**config.mk**
```make
export PLATFORM = sky130hd
export DESIGN_NAME = lz77_ctl
export DESIGN_NICKNAME = d
export VERILOG_FILES = /design/src/rtl/lz77_ctl_pkg.sv /design/src/rtl/lz77_ctl_crd.sv /design/src/rtl/lz77_ctl.sv
export SDC_FILE = /design/constraint.sdc
export NUM_CORES = 1
export LEC_CHECK = 0
export ABC_AREA = 1
export ABC_CLOCK_PERIOD_IN_PS = 3600
export BUFFER_PORTS_ARGS = -buffer_cell sky130_fd_sc_hd__buf_4
export CORE_MARGIN = 2
export CORE_UTILIZATION = 40
export DETAILED_ROUTE_END_ITERATION = 10
export GPL_TIMING_DRIVEN = 0
export PLACE_DENSITY = 0.65
export RECOVER_POWER = 100
export SYNTH_ARGS = -nofsm -noshare
export SYNTH_HDL_FRONTEND = slang
export SYNTH_SLANG_ARGS = --single-unit
export TNS_END_PERCENT = 30
```
**constraint.sdc**
```tcl
create_clock -name clk -period 3.6 [get_ports clk]
set_clock_uncertainty 0.1 [all_clocks]
set_input_delay 0.72 -clock clk [delete_from_list [all_inputs] [get_ports clk]]
set_output_delay 0.72 -clock clk [all_outputs]
set_load 0.05 [all_outputs]
```
**src/rtl/lz77_ctl_pkg.sv**
```systemverilog
// Shared widths and FSM state encodings for the lz77 scanline scheduler.
package lz77_ctl_pkg;

    localparam int SIZE_W_WD = 16;
    localparam int SIZE_H_WD = 16;

    localparam logic [2:0] LZ_CTL_IDLE = 3'd0;
    localparam logic [2:0] LZ_CTL_WAIT = 3'd1;
    localparam logic [2:0] LZ_CTL_KICK = 3'd2;
    localparam logic [2:0] LZ_CTL_RUN  = 3'd3;
    localparam logic [2:0] LZ_CTL_FIN  = 3'd4;

endpackage

```
**src/rtl/lz77_ctl_crd.sv**
```systemverilog
// Scanline credit counter: one credit per line committed to the filter FIFO.
// Registered count, one-cycle update; inc at the ceiling holds and raises sticky ovf.
module lz77_ctl_crd
    import lz77_ctl_pkg::*;
#(
    parameter int CRD_DEP = 2,
    parameter int CRD_WD  = 2
) (
    input  logic              clk,
    input  logic              rst,
    input  logic              inc,
    input  logic              dec,
    input  logic              clr_ovf,
    output logic [CRD_WD-1:0] count,
    output logic              ovf
);

    localparam logic [CRD_WD-1:0] CRD_MAX = CRD_WD'(CRD_DEP);

    always_ff @(posedge clk or posedge rst) begin
        if (rst) begin
            count <= '0;
            ovf   <= 1'b0;
        end else begin
            if (clr_ovf) begin
                ovf <= 1'b0;
            end
            // A simultaneous inc and dec nets to zero and can never overflow.
            if (inc && !dec) begin
                if (count == CRD_MAX) begin
                    ovf <= 1'b1;
                end else begin
                    count <= count + 1'b1;
                end
            end else if (dec && !inc) begin
                count <= count - 1'b1;
            end
        end
    end

endmodule

```
**src/rtl/lz77_ctl.sv**
```systemverilog
// Frame scheduler: one lz77 start pulse per scanline, gated by line credits.
// Start->kick 2 cycles, done->next kick 2 cycles; waits in WAIT while credit is zero.
module lz77_ctl
    import lz77_ctl_pkg::*;
#(
    parameter int CRD_DEP = 2,
    parameter int CRD_WD  = 2,
    parameter int CYC_WD  = 16
) (
    input  logic                 clk,
    input  logic                 rst,
    input  logic [SIZE_W_WD-1:0] cfg_w_i,
    input  logic [SIZE_H_WD-1:0] cfg_h_i,
    input  logic                 start_i,
    output logic                 done_o,
    output logic                 busy_o,
    input  logic                 flt_line_i,
    output logic                 lz_start_o,
    input  logic                 lz_done_i,
    output logic [SIZE_W_WD-1:0] lz_w_o,
    output logic                 lz_lst_o,
    output logic [SIZE_H_WD-1:0] cnt_h_o,
    output logic [CRD_WD-1:0]    crd_o,
    output logic                 crd_ovf_o,
    output logic [CYC_WD-1:0]    cyc_max_o
);

    logic [2:0]           state;
    logic [SIZE_H_WD-1:0] h_lat;
    logic [SIZE_H_WD-1:0] cnt_h;
    logic [CYC_WD-1:0]    cyc;
    logic [CYC_WD-1:0]    cyc_inc;
    logic                 kick;
    logic                 last_line;

    assign kick      = (state == LZ_CTL_KICK);
    assign last_line = (cnt_h == (h_lat - 1'b1));
    assign cyc_inc   = (&cyc) ? cyc : cyc + 1'b1;

    lz77_ctl_crd #(
        .CRD_DEP (CRD_DEP),
        .CRD_WD  (CRD_WD)
    ) u_crd (
        .clk     (clk),
        .rst     (rst),
        .inc     (flt_line_i),
        .dec     (kick),
        .clr_ovf ((state == LZ_CTL_IDLE) && start_i),
        .count   (crd_o),
        .ovf     (crd_ovf_o)
    );

    always_ff @(posedge clk or posedge rst) begin
        if (rst) begin
            state     <= LZ_CTL_IDLE;
            lz_w_o    <= '0;
            h_lat     <= '0;
            cnt_h     <= '0;
            cyc       <= '0;
            cyc_max_o <= '0;
        end else begin
            case (state)
                LZ_CTL_IDLE: begin
                    if (start_i) begin
                        lz_w_o    <= cfg_w_i;
                        h_lat     <= cfg_h_i;
                        cnt_h     <= '0;
                        cyc_max_o <= '0;
                        state     <= (cfg_w_i == '0 || cfg_h_i == '0) ? LZ_CTL_FIN : LZ_CTL_WAIT;
                    end
                end
                LZ_CTL_WAIT: begin
                    if (crd_o != '0) begin
                        state <= LZ_CTL_KICK;
                    end
                end
                LZ_CTL_KICK: begin
                    cyc   <= '0;
                    state <= LZ_CTL_RUN;
                end
                LZ_CTL_RUN: begin
                    cyc <= cyc_inc;
                    // cyc_inc counts the done cycle itself as part of the line.
                    if (lz_done_i) begin
                        if (cyc_inc > cyc_max_o) begin
                            cyc_max_o <= cyc_inc;
                        end
                        if (last_line) begin
                            state <= LZ_CTL_FIN;
                        end else begin
                            cnt_h <= cnt_h + 1'b1;
                            state <= LZ_CTL_WAIT;
                        end
                    end
                end
                LZ_CTL_FIN: state <= LZ_CTL_IDLE;
                default:    state <= LZ_CTL_IDLE;
            endcase
        end
    end

    assign lz_start_o = kick;
    assign done_o     = (state == LZ_CTL_FIN);
    assign busy_o     = (state != LZ_CTL_IDLE);
    assign lz_lst_o   = (kick || state == LZ_CTL_RUN) && last_line;
    assign cnt_h_o    = cnt_h;

endmodule

```
==> metrics.md, run 1 <==
| Metric | Value |
|---|---|
| Worst hold endpoint | `cyc_max_o[10]` |
| CTS Buf Count | `9` |
| Routed wl met3 | `roughly 830 um` |
| Core Box Area | `about 13000 um^2` |
| Initial antenna violation count | `0` |
| Minimum clock period | `3380 ps` |
| WL per Instance | `14.3 um` |
| GPL Wtd Cong | `0.868` |
| Highest-count cells in the layout ignoring fill and taps | `nand2_1, dfrtp_1, inv_1` |
| Worst r2r path cells | `20` |
| Post-Syn Area | `5460 um^2` |
| Via density | `about 5` |
| P_leak | `0.00308 uW` |
| Status | `completed` |
| Yosys reg bits | `86` |
| CTS tree | `done` |
| Vias in the first global route | `between 4000 and 5000` |
| Commonest non-fill, non-tap cell in the layout | `nand2_1` |
| Pre-CTS setup slack | `-545 ps` |
| Top sig layer | `met4` |
| Pin count of the biggest net entering global routing | `59` |
| Final Hold Vio Count | `0` |
| Skew-Pair Late Insertion Delay | `about 350 ps` |
| Max Cap Viol | `0` |
| Critical path arrival | `3570 ps` |
| Slew of the pin with the lowest slew margin | `approximately 1400 ps` |
| Initial core utilization | `0.411` |
| Worst setup path start | `cyc[0]` |
| Fin worst setup slack | `approximately 220 ps` |
| Total number of vias | `between 5000 and 6000` |
| Period utilization | `0.940` |
| Hold Path Class | `reg -> reg` |
| Layout Cells excl Fill | `approximately 990` |
| Die Area | `14600 um^2` |
| Root buffer cell | `clkbuf_16` |
| Fmax | `roughly 300 MHz` |
| Cts-stage hold buffer count | `0` |
| Die W | `between 100 and 150 um` |
| Top_reg_cell synth | `dfrtp_1` |
| Pwr Density | `738 nW/um^2` |
| Detail Placement HPWL | `about 11000 um` |
| Final nets | `about 860` |
| First-pass detailed-route iteration total | `5` |
| Final setup viols | `0` |
| RR Endpoint | `cyc_max_o[4]` |
| Port bufs | `91` |
| Clk sinks | `86` |
| Cells after DPL | `~960` |
| Peak VDD IR | `around 0.47 mV` |
| Startpoint class of the critical path | `flip-flop` |
| Hold_sp | `cyc_max_o[10]` |
| # rows | `between 40 and 50` |
| IO Pins | `92` |
| Syn Nets | `approximately 750` |
| Yosys Warn Count | `0` |
| Initial drt markers | `201` |
| R2R Path Start | `cyc[0]` |
| Cell area after layout | `roughly 6600 um^2` |
| Total track usage | `0.200` |
| Final wirelength | `roughly 14000 um` |
| Max-slew headroom | `0.0568` |
| Max clock buf depth | `2` |
| R2r setup slk | `about 220 ps` |
| # fillers | `approximately 1300` |
| Worst EP required | `roughly 3800 ps` |
| Post-Syn Instances | `between 600 and 700` |
| Drt drc | `0` |
| EDFF count, synth | `0` |
| DP Area | `6400 um^2` |
| Area growth syn-to-layout | `21.1%` |
| Antenna Nets Post-Route | `0` |
| Synth async-reset ratio | `1.00` |
| # diodes | `0` |
| CP endpoint kind | `flip-flop` |
| H-tree levels | `3` |
| Avg Cell Area, Syn | `7.84 um^2` |
| GRT overflow | `0` |
| Hold_ws | `approximately 400 ps` |
| Yosys cell types | `~40` |
| Final Max Slew Viols | `0` |
| Routed length on met2 | `between 6000 and 7000 um` |
| TNS Setup | `0 ps` |
| CTS clock-pin slew for the worst setup and hold paths | `around 70 ps` |
| Worst Hold Depth | `2` |
| Sequential fraction of the synthesis area | `0.394` |
| Metal-1 WL | `6230 um` |
| Chip Height | `121 um` |
| Crit-path max FO | `8` |
| CP Class | `reg -> reg` |
| Share of layout cells above drive strength 1 | `0.168` |
| First-pass GRT wire length | `about 23000 um` |
==> state kept, by name (all words and copies together) (netlist names) <==
name         count
cyc_max_o       16
cnt_h_o         16
u_crd.ovf        1
lz_w_o          16
h_lat           16
state            3
cyc             16
u_crd.count      2
==> synthesized netlist by cell type (3+ instances only) <==
library cell  number  share of area
a21oi_1           23          0.021
a22o_1             5         0.0080
a31oi_1            3         0.0034
buf_1              6         0.0041
clkbuf_1           7         0.0048
dfrtp_1           86           0.39
ha_1              19          0.044
inv_1             75          0.052
inv_2              3         0.0021
mux2_2            23          0.047
nand2_1          168           0.12
nand2_2           14          0.016
nand3_1           47          0.043
nand4_1           22          0.025
nor2_1            70          0.048
nor2_2             5         0.0057
nor2_4             3         0.0062
nor3_1            19          0.017
nor3b_1            5         0.0069
nor4_1             9          0.010
o21ai_0           17          0.016
or2_2              3         0.0034
xnor2_1            9          0.014
xor2_1            28          0.045
==> metrics by stage <==
| stage | utilization | total power [uW] |
|---|---|---|
| CTS | 0.507 | 4970 |
| global route | 0.497 | 5220 |
| detailed placement | 0.481 | 3970 |
| global placement | 0.479 | 3900 |
| finish | 0.497 | 4880 |
| floorplan | - | 3260 |
==> how the worst max path moves through the flow <==
| stage | cells past startpoint | to |
|---|---|---|
| 6_report | 20 | cyc_max_o[4] |
| 5_1_grt | 20 | cyc_max_o[5] |
| 4_1_cts | 21 | cyc_max_o[15] |
| 3_5_place_dp | 20 | cyc_max_o[8] |
| 3_3_place_gp | 2 | cnt_h_o[15] |
| 2_1_floorplan | 21 | cyc_max_o[0] |
==> critical path: stages (launching register included) <==
cell	delay, ps
dfrtp_1	420
ha_4	180
nand3_2	110
nor3_4	270
nand4_1	230
inv_2	140
a21oi_1	90
a31oi_2	240
ha_1	290
nand2_1	80
inv_1	40
nand3_1	120
inv_1	50
a21oi_1	180
nand2_1	70
nand2_1	130
nand2_4	120
o211ai_4	180
buf_4	180
nand2_1	40
nand2_1	60
==> final cells by class <==
cell class,count,area (um^2),area share
Multi-Input combinational cell,514,2990,0.453
Tap cell,176,220,0.0333
Buffer,18,97.6,0.0148
Inverter,78,294,0.0445
Clock buffer,11,253,0.0382
Sequential cell,86,2150,0.326
Timing Repair Buffer,101,557,0.0842
Clock inverter,3,45.0,0.00681
==> where the power goes <==
part	internal, uW	total, uW	switching, uW
Combinational	774	2480	1710
Sequential	1220	1450	228
Clock	568	952	384
==> logic make-up after synthesis <==
group                      synth area share
adders and majority gates            0.0435
xor gates and xnor gates             0.0594
DFF                                   0.394
and+or+nand+nor                       0.321
buffers and inverters                0.0708
muxes                                0.0474
AOI/OAI and AO/OA                    0.0635
==> per-layer routing <==
layer | global-route usage | up-vias
li1 | - | 2497
met1 | 0.253 | 2361
met2 | 0.335 | 149
met3 | 0.0538 | 22
met4 | 0.0538 | 0
met5 | 0 | -
==> what timing repair did <==
item	CTS	global route
setup endpoints to repair	16	16
pin swaps	0	5
buffers inserted	0	8
cloned	0	1
gates resized for setup	9	15
(Power assumes the default switching activity.)
==> inputs of run 2 (changes only) <==
==> constraint.sdc (replaced) <==
create_clock -name clk -period 3.6 [get_ports clk]
set_clock_uncertainty 0.1 [all_clocks]
set_input_delay 0.72 -clock clk [delete_from_list [all_inputs] [get_ports clk]]
set_output_delay 0.72 -clock clk [all_outputs]
set_load 0.01 [all_outputs]
==> run 2 against run 1 <==
Sequential share of layout area grew 0.12 points. Clock power rose by 8%. Routed wire length decreased by 2.0%.
==> metrics.md, run 2 (synthesis results as in run 1) <==
| Metric | Value |
|---|---|
| Status | `completed` |
| # diodes | `0` |
| Worst r2r path cells | `20` |
| Final nets | `858` |
| # rows | `42` |
| Die W | `about 120 um` |
| Max Cap Viol | `0` |
| Cell area after layout | `between 6000 and 7000 um^2` |
| Final Max Slew Viols | `0` |
| Initial drt markers | `around 230` |
| Skew-Pair Late Insertion Delay | `about 350 ps` |
| R2r setup slk | `roughly 230 ps` |
| Clk sinks | `86` |
| Initial core utilization | `0.411` |
| Final core occ | `0.495` |
| First-pass GRT wire length | `23300 um` |
| Slew of the pin with the lowest slew margin | `~1400 ps` |
| CTS Buf Count | `9` |
| Crit-path max FO | `10` |
| Max clock buf depth | `2` |
| Minimum clock period | `between 3000 and 4000 ps` |
| Share of layout cells above drive strength 1 | `0.164` |
| Pwr Density | `a little under 700 nW/um^2` |
| Vias in the first global route | `between 5000 and 6000` |
| Power after layout | `4470 uW` |
| Detail Placement HPWL | `10700 um` |
| Critical path arrival | `~3500 ps` |
| CTS clock-pin slew for the worst setup and hold paths | `around 60 ps` |
| Drt drc | `0` |
| Cell Chain, Critical Path | `ha_2, nand3_2, nor3_4, nand3_2, nor2_4, inv_1, buf_2, nand2_1, ha_1, nand2_1, inv_1, nand3_1, inv_1, a21oi_1, nand2_1, nand2_1, nand2_4, buf_2, nand4_1, nand2_1` |
| Initial antenna violation count | `0` |
| Area growth syn-to-layout | `20.6%` |
| Via density | `between 5 and 6` |
| Antenna Nets Post-Route | `0` |
| Fmax | `around 300 MHz` |
| Startpoint class of the critical path | `flip-flop` |
| First-pass detailed-route iteration total | `4` |
| Commonest non-fill, non-tap cell in the layout | `nand2_1` |
| H-tree levels | `3` |
| Chip Height | `between 100 and 150 um` |
| Pin count of the biggest net entering global routing | `between 50 and 60` |
| Final Hold Vio Count | `0` |
| GPL Wtd Cong | `0.857` |
| Worst Hold Depth | `1` |
| Final wirelength | `13800 um` |
| DP Area | `approximately 6400 um^2` |
| Worst EP required | `~3700 ps` |
| P_leak | `0.00308 uW` |
| Total number of vias | `between 4000 and 5000` |
| Max-slew headroom | `0.0538` |
| Peak VDD IR | `around 0.35 mV` |
| Period utilization | `0.937` |
| Hold Path Class | `reg -> reg` |
| CP max stage delay | `around 390 ps` |
| CP endpoint kind | `flip-flop` |
| TNS Setup | `0 ps` |
| Root buffer cell | `clkbuf_16` |
| Final setup viols | `0` |
| WL per Instance | `14.0 um` |
| Total track usage | `0.200` |
| Die Area | `14600 um^2` |
| CP Class | `reg -> reg` |
| CTS tree | `done` |
| IO Pins | `92` |
| GRT overflow | `0` |
| Cts-stage hold buffer count | `0` |
| Core Box Area | `13300 um^2` |
| CP max-delay cell | `dfrtp_1` |
| Most used cell, CP | `nand2_1` |
| Port bufs | `91` |
| Highest-count cells in the layout ignoring fill and taps | `nand2_1, dfrtp_1, inv_1` |
==> run 2: layout make-up <==
cell class                      count  area, um^2
Sequential cell                    86        2150
Buffer                             18        98.8
Fill cell                        1325        6710
Multi-Input combinational cell    514        2980
Clock inverter                      5        82.6
Tap cell                          176         220
Clock buffer                       11         243
Inverter                           78         294
Timing Repair Buffer               95         515
==> run 2: layer usage <==
| layer | part of all wire | wire length, um | GRT usage | vias up |
|---|---|---|---|---|
| met4 | 0.024 | 336 | 0.0858 | 0 |
| met1 | 0.45 | 6170 | 0.251 | 2315 |
| met3 | 0.051 | 704 | 0.0434 | 24 |
| met5 | 0 | 0 | 0 | - |
| li1 | - | - | - | 2482 |
| met2 | 0.48 | 6570 | 0.330 | 118 |
==> run 2: path summary, 6_finish.rpt <==
path                            startpoint      endpoint
worst min-delay path             u_crd.ovf     u_crd.ovf
min in group asynchronous              rst    lz_w_o[11]
worst max register to register      cyc[0]  cyc_max_o[1]
max in group asynchronous              rst    cnt_h_o[5]
worst max-delay path                cyc[0]  cyc_max_o[1]
worst min register to register   u_crd.ovf     u_crd.ovf
==> run 2: worst max-delay path: cells and delay by family (launching register included) <==
family	cells	cell delay, ps
AO/OA/AOI/OAI	1	180
adder cells (fa/ha/maj)	2	490
buffers and inverters	5	590
flip-flops	1	390
AND/OR/NAND/NOR	12	1500
==> run 2: what timing repair did <==
| action | CTS | global route |
|---|---|---|
| resized for setup | 9 | 7 |
| setup buffers | 0 | 3 |
| endpoints found under the hold margin | 0 | 0 |
| setup endpoints to repair | 16 | 16 |
| pin swaps | 0 | 2 |
==> run 2: through the flow <==
step | instances | setup slack (ps) | hold slack [ps]
floorplan | 696 | 480 | 401
global placement | 963 | -549 | 381
detailed placement | 964 | -502 | 394
CTS | 980 | 47.2 | 286
global route | 983 | -2.41 | 432
finish | 983 | 227 | 402
==> run 2: report_power, final <==
group | switching (uW) | total [uW] | internal [uW]
clock network | 402 | 1030 | 629
logic | 1240 | 1990 | 757
registers | 224 | 1440 | 1220
